## src/rtl/mixer_nch.sv

```systemverilog
// N-channel offset-binary audio mixer: folds up to N voice samples through the
// pairwise non-linear mixing law using one time-multiplexed multiplier.
module mixer_nch #(
  parameter int W = 18,
  parameter int N = 4
) (
  input  logic             clk,
  input  logic             rst,
  input  logic             in_valid,
  output logic             in_ready,
  input  logic [N*W-1:0]   in_data,
  input  logic [N-1:0]     ch_en,
  input  logic             mode,
  output logic             out_valid,
  input  logic             out_ready,
  output logic [W-1:0]     out_data,
  output logic             busy
);

  localparam int IW = (N > 1) ? $clog2(N) : 1;
  localparam logic [W-1:0] MID = {1'b1, {(W-1){1'b0}}};
  localparam logic signed [W+3:0] FULL = {4'b0001, {W{1'b0}}};
  localparam logic [IW-1:0] LAST = IW'(N - 1);

  typedef enum logic [1:0] {IDLE, MUL, ADD, OUT} state_t;

  state_t                 state;
  logic [N*W-1:0]         data_q;
  logic [N-1:0]           en_q;
  logic                   mode_q;
  logic [W-1:0]           acc;
  logic [IW-1:0]          idx;
  logic [2*W-1:0]         prod;

  logic [W-1:0]           x;
  logic [W:0]             q;
  logic signed [W+3:0]    r_lin;
  logic signed [W+3:0]    r;
  logic                   low_both;
  logic [W-1:0]           mixed;
  logic [W-1:0]           acc_next;

  assign x = data_q[idx*W +: W];
  assign q = prod[2*W-1:W-1];

  // Mixing law on the running accumulator and the current channel, clamped to full scale
  always_comb begin
    r_lin    = ($signed({4'b0, acc}) <<< 1) + ($signed({4'b0, x}) <<< 1)
             - $signed({3'b0, q}) - FULL;
    low_both = mode_q && !acc[W-1] && !x[W-1];
    r        = low_both ? $signed({3'b0, q}) : r_lin;
    if (r[W+3])
      mixed = '0;
    else if (r >= FULL)
      mixed = '1;
    else
      mixed = r[W-1:0];
    acc_next = en_q[idx] ? mixed : acc;
  end

  always_ff @(posedge clk or negedge rst) begin
    if (!rst) begin
      state     <= IDLE;
      in_ready  <= 1'b1;
      out_valid <= 1'b0;
      busy      <= 1'b0;
      out_data  <= MID;
      acc       <= MID;
      idx       <= '0;
      prod      <= '0;
      data_q    <= '0;
      en_q      <= '0;
      mode_q    <= 1'b0;
    end else begin
      case (state)
        IDLE: begin
          if (in_valid) begin
            data_q   <= in_data;
            en_q     <= ch_en;
            mode_q   <= mode;
            acc      <= MID;
            idx      <= '0;
            in_ready <= 1'b0;
            busy     <= 1'b1;
            state    <= MUL;
          end
        end
        MUL: begin
          // Sole multiplier in the block; disabled channels still pay the cycle
          prod  <= {{W{1'b0}}, acc} * {{W{1'b0}}, x};
          state <= ADD;
        end
        ADD: begin
          acc <= acc_next;
          if (idx == LAST) begin
            out_data  <= acc_next;
            out_valid <= 1'b1;
            busy      <= 1'b0;
            state     <= OUT;
          end else begin
            idx   <= idx + IW'(1);
            state <= MUL;
          end
        end
        OUT: begin
          if (out_ready) begin
            out_valid <= 1'b0;
            in_ready  <= 1'b1;
            state     <= IDLE;
          end
        end
        default: state <= IDLE;
      endcase
    end
  end

endmodule

```

## config.mk

```make
export PLATFORM = sky130hd
export DESIGN_NAME = mixer_nch
export DESIGN_NICKNAME = d
export VERILOG_FILES = /design/src/rtl/mixer_nch.sv
export SDC_FILE = /design/constraint.sdc
export NUM_CORES = 1
export LEC_CHECK = 0
export ABC_AREA = 1
export BUFFER_PORTS_ARGS = -buffer_cell sky130_fd_sc_hd__buf_2
export CAP_MARGIN = 10
export CELL_PAD_IN_SITES_DETAIL_PLACEMENT = 2
export CELL_PAD_IN_SITES_GLOBAL_PLACEMENT = 2
export CORE_ASPECT_RATIO = 0.8
export CORE_MARGIN = 2
export CORE_UTILIZATION = 35
export CTS_BUF_LIST = sky130_fd_sc_hd__clkbuf_2
export DETAILED_ROUTE_END_ITERATION = 10
export PLACE_DENSITY_LB_ADDON = 0.1
export SETUP_SLACK_MARGIN = 0.4
export SKIP_CTS_REPAIR_TIMING = 1
export SLEW_MARGIN = 20
export SYNTH_ARGS = -nofsm -noshare
export SYNTH_HDL_FRONTEND = slang
export SYNTH_SLANG_ARGS = --single-unit
```

## constraint.sdc

```tcl
create_clock -name clk -period 5.9 [get_ports clk]
set_clock_uncertainty 0.15 [all_clocks]
set_input_delay 0.885 -clock clk [delete_from_list [all_inputs] [get_ports clk]]
set_output_delay 0.885 -clock clk [all_outputs]
set_load 0.01 [all_outputs]
```

# Word level (Yosys, flattened, before mapping)

Index checks and enable logic that the tools add are counted.

Register bits after elaboration: 156
Input port bits: 81
Word-level logic and storage cells: 68

Add/subtract/negate cells: 4
$mul: 2
Magnitude comparators: 2
Equality and inequality tests: 8
Shifts and indexed selects: 1
Muxes and demuxes: 24
Reductions and logical operators: 16

Operators by type and width:

| cell                                                                                   | count |
|---|---|
| 18-bit 2-to-1 mux                                                                      | 4 |
| 72-bit by 8-bit indexed part select with 18-bit output                                 | 1 |
| 18-bit by 18-bit multiplier with 36-bit output                                         | 1 |
| 18-bit one-hot mux with 2 select lines                                                 | 1 |
| 22-bit by 20-bit greater-or-equal comparator with 1-bit output (second input constant) | 1 |
| 22-bit 2-to-1 mux                                                                      | 1 |
| 21-bit by 20-bit subtractor with 22-bit output (second input constant)                 | 1 |
| 20-bit by 19-bit subtractor with 21-bit output                                         | 1 |
| 19-bit by 19-bit adder with 20-bit output                                              | 1 |
| 3-bit AND reduction                                                                    | 4 |
| 2-bit 2-to-1 mux                                                                       | 5 |
| 2-bit inequality test (second input constant)                                          | 4 |
| 2-bit one-hot mux with 4 select lines                                                  | 1 |
| 2-bit AND reduction                                                                    | 4 |
| 1-bit 2-to-1 mux                                                                       | 7 |
| 2-bit == test (second input constant)                                                  | 3 |
| 2-bit by 4-bit multiplier with 6-bit output (second input constant)                    | 1 |
| 1-bit one-hot mux with 2 select lines                                                  | 3 |
| 2-bit nonzero test                                                                     | 3 |
| 2-bit one-hot mux with 2 select lines                                                  | 1 |
| 2-bit by 3-bit < comparator with 1-bit output (second input constant)                  | 1 |
| 2-bit by 1-bit adder with 2-bit output (second input constant)                         | 1 |
| 1-bit binary-select mux with 2-bit select                                              | 1 |
| 2-bit by 1-bit == test with 1-bit output (second input constant)                       | 1 |
| 3 further kinds                                                                        | 5 |

# Logic depth before layout (Yosys ltp)

Depth in word-level cells: 11
Gate-level depth with buffers: 32

# Worst setup path after synthesis

Ideal clock, no wire load.

Path kind: register to register
Start point: reg idx[0]
End point: reg prod[32]
Library setup time: 0.118 ns
Arrival: 6.071 ns
Path slack: -0.439 ns
Cell stages (with the launch flop): 26
Path buffers: 3
Path through: dfrtp_1 > buf_6 > clkbuf_1 > nand2_1 > nand3_1 > nand2_1 > inv_1 > clkbuf_1 > nand2_1 > fa_1 > inv_1 > fa_1 > fa_1 > fa_1 > fa_1 > inv_1 > fa_1 > inv_1 > ha_1 > nand2_1 > nor4_1 > or3b_2 > nand2_1 > nand2_1 > nand3_1 > nand2_1

Cells in the longest elaborated chain, start to end: 3

Ends and longest elaborated chain:

| what                                                   | line | text |
|---|---|---|
| from (decl)                                            | 32   | `logic [IW-1:0] idx;` |
| from (signal assigned)                                 | 101  | `idx <= idx + IW'(1);` |
| 2-bit by 4-bit multiplier with 6-bit output            | 43   | `assign x = data_q[idx*W +: W];` |
| 72-bit by 8-bit indexed part select with 18-bit output | 43   |  |
| 18-bit by 18-bit multiplier with 36-bit output         | 90   | `prod <= {{W{1'b0}}, acc} * {{W{1'b0}}, x};` |
| to (signal assigned)                                   | 90   |  |
| to (decl)                                              | 33   | `logic [2*W-1:0] prod;` |

No other way between the ends.
A chain may end at the register's enable or synchronous reset.

# Final worst setup path

Start point: reg idx[0]
End point: reg prod[20]

Same word-level chain as after synthesis.

==> results by group <==
Outcome
  – Status: finished with violations
  – Violated checks: negative hold slack, negative setup slack

Timing
  – Post-route clock period utilization: 112%
  – Fin. Hold Viols: 6
  – Worst slew pin tran: around 1.0 ns
  – Relative slew slack: 30.6%
  – Final setup viols: 19
  – Hold Slack: -0.0177 ns
  – Setup slack after layout: -0.723 ns
  – RSZ-0062 raised after global routing: true
  – Max Freq: ~0.15 GHz
  – TNS Setup: -11.08 ns
  – Final Max Slew Viols: 0
  – Tmin final: 6.62 ns

Hold path
  – Hold path start: ch_en[2]
  – Hold EP: en_q[2]
  – Hold Path Stages: 3
  – Hold Path Class: in -> reg

CTS
  – CTS tree: done
  – CTS sink count: 139
  – Htree depth: 4
  – Num CTS Buffers: 17
  – CTS root buf: clkbuf_2
  – CTS Buffer Depth: 2
  – Skew-Pair Late Insertion Delay: 1.00 ns
  – Clk slew on worst S/H paths: approximately 0.29 ns

Synthesis
  – Syn Nets: 2886
  – Avg Synthesized Cell Area: 7.61 µm²
  – Ranking of synthesized cells by area: fa_1 (30%), dfrtp_1 (19%), nand2_1 (17%), ha_1 (8.7%), inv_1 (8.6%)
  – Biggest area consumer among synthesized cells: fa_1
  – Gate Count Post-Synth: 2405
  – Commonest cells post-synth: nand2_1 (831), inv_1 (417), fa_1 (273), nor2_1 (198), dfrtp_1 (136)
  – Seq/Total Area, Yosys: 19.0%
  – Synth cell types: 49
  – Async SR Flop Fraction: 100%
  – Yosys reg bits: roughly 140
  – Yosys Warn Count: 0
  – Count leader, synth: nand2_1
  – Yosys top cell area share: 29.9%
  – Post-Syn Area: 18300 µm²
  – EDFF count, synth: 0
  – Dominant synthesized flop cell: dfrtp_1

Worst setup path
  – Crit path launch type: flop
  – Critical path arrival: 7.32 ns
  – Worst reg2reg startpoint: idx[0]
  – WS Path Type: reg -> reg
  – FF-to-FF setup slack: -0.72 ns
  – CP Data Required Time: 6.60 ns
  – CP dominant cell by count: fa_1
  – Worst reg2reg path depth: 27
  – Crit path max fanout: 7
  – CP endpoint kind: flop
  – CP max stage cell: fa_1
  – RR Endpoint: prod[20]
  – Crit-path max cell delay: 0.56 ns

Drt
  – Iter 0 DRT Violations: 1171
  – DRC viols: 0
  – Vias: between 15000 and 20000
  – Total wire length: 84.6 mm
  – Antenna viol nets, final: 0
  – Vias/cell: 5.19
  – Post-DR wirelength/cell: 24.5 µm
  – DR pass1 iterations: 5

Floorplan
  – Starting Density: around 36%
  – IO Count: 102
  – Die area: 54100 µm²
  – Row Count: 74
  – Die X: 260 µm
  – Die Y: 209 µm
  – Core ar.: 51400 µm²

Global route
  – Vias in the first global route: 19700
  – First-pass GRT wire length: 118 mm
  – Largest net degree at the start of global routing: 79
  – Global-route usage over all layers: 28.9%
  – Initial antenna violation count: 5
  – GRT overflow: 0

Finish
  – Synthesis-to-finish area growth: 27.8%
  – Final Non-Filler Cells: 3448
  – Final core occ: 45.5%
  – Layout net count: 3227
  – Fraction of layout cells with a size suffix above 1: 23.2%

Flow run
  – Max-cap violations: 0

Placed design
  – Dpl ws: -0.695 ns
  – Routability cong.: 0.919
  – HPWL Detailed: between 60 and 70 mm
  – Dpl cells: about 3300
  – IO buf count: 101
[layout make-up]
class	instances	area, µm²
Fill cell	5876	28000
Multi-Input combinational cell	1748	13800
Sequential cell	139	3480
Timing Repair Buffer	403	3280
Inverter	437	1690
Tap cell	684	856
Clock inverter	13	159
Clock buffer	19	95.1
Antenna cell	5	12.5
[layer usage]
| layer | GRT usage (%) | share of wire, % | up-vias |
|---|---|---|---|
| met4 | 6.68 | 3.2 | 0 |
| met5 | 0 | 0 | - |
| met1 | 40.4 | 44 | 9365 |
| met3 | 5.06 | 5.6 | 148 |
| met2 | 46.5 | 47 | 511 |
| li1 | - | - | 7857 |
[placed cells by master, fill, tap and decap left out, types with 9 or more instances in the layout]
cell           netlist  final
a21oi_1             57     39
a21oi_2              2     17
buf_12               1     22
buf_2               17    100
buf_4                1    212
buf_6                4     14
clkbuf_2             0     19
clkinv_1            14     10
clkinv_4             0      9
dfrtp_1            136    135
dlygate4sd3_1        0     52
fa_1               273    259
fa_2                 0     14
ha_1               127    113
ha_4                 0     12
inv_1              417    389
inv_2                6     25
nand2_1            831    776
nand2_2             12     50
nand2_4              2     16
nand3_1            102     79
nand3_2             14     29
nor2_1             198    170
nor2_2               2     20
nor2_4               0     10
o21ai_0             49     35
o21ai_1              1     10
[worst max-delay path by stage]
stage	from	cells past startpoint	to	slack, ns
finish	idx[0]	27	prod[20]	-0.72
global placement	idx[0]	28	prod[17]	-0.49
floorplan	idx[1]	29	prod[28]	0.11
global route	idx[0]	29	prod[28]	-0.89
CTS	idx[0]	28	prod[17]	-0.83
detailed placement	idx[0]	28	prod[17]	-0.69
[through the flow]
step	hold WS, ns	instance area, µm²
after floorplan	0.292	18900
after global placement	0.304	21600
after detailed placement	0.316	21600
after CTS	-0.443	21900
after global routing	-0.0637	23400
final	-0.0177	23400
[cells by family (layout without fill, tap and decap cells)]
kind of cell	count (synthesis)	in the layout	share of synthesized area, %
AND/OR/NAND/NOR	1197	1199	26.6
AO/OA/AOI/OAI	136	136	4.18
buffers and inverters	520	872	11.1
XOR/XNOR	13	13	0.622
adder cells (fa/ha/maj)	400	400	38.5
other	0	5	0
flip-flops	139	139	19.0
[registers in the layout, summed over array words and instances (netlist names)]
signal     flops
acc           18
busy           1
data_q        72
en_q           4
idx            2
in_ready       1
mode_q         1
out_data      18
out_valid      1
prod          19
state          2
[worst max-delay path: cells and delay by family, from the launching register on]
family	cells	cell delay, ns
buf+inv	9	0.93
compound gates	3	0.46
fa+ha+maj	7	3.42
flops	1	0.53
simple gates	8	1.03
Power is not shown: default switching activity piles up to over one toggle a cycle in this logic, so the estimate is an artifact.
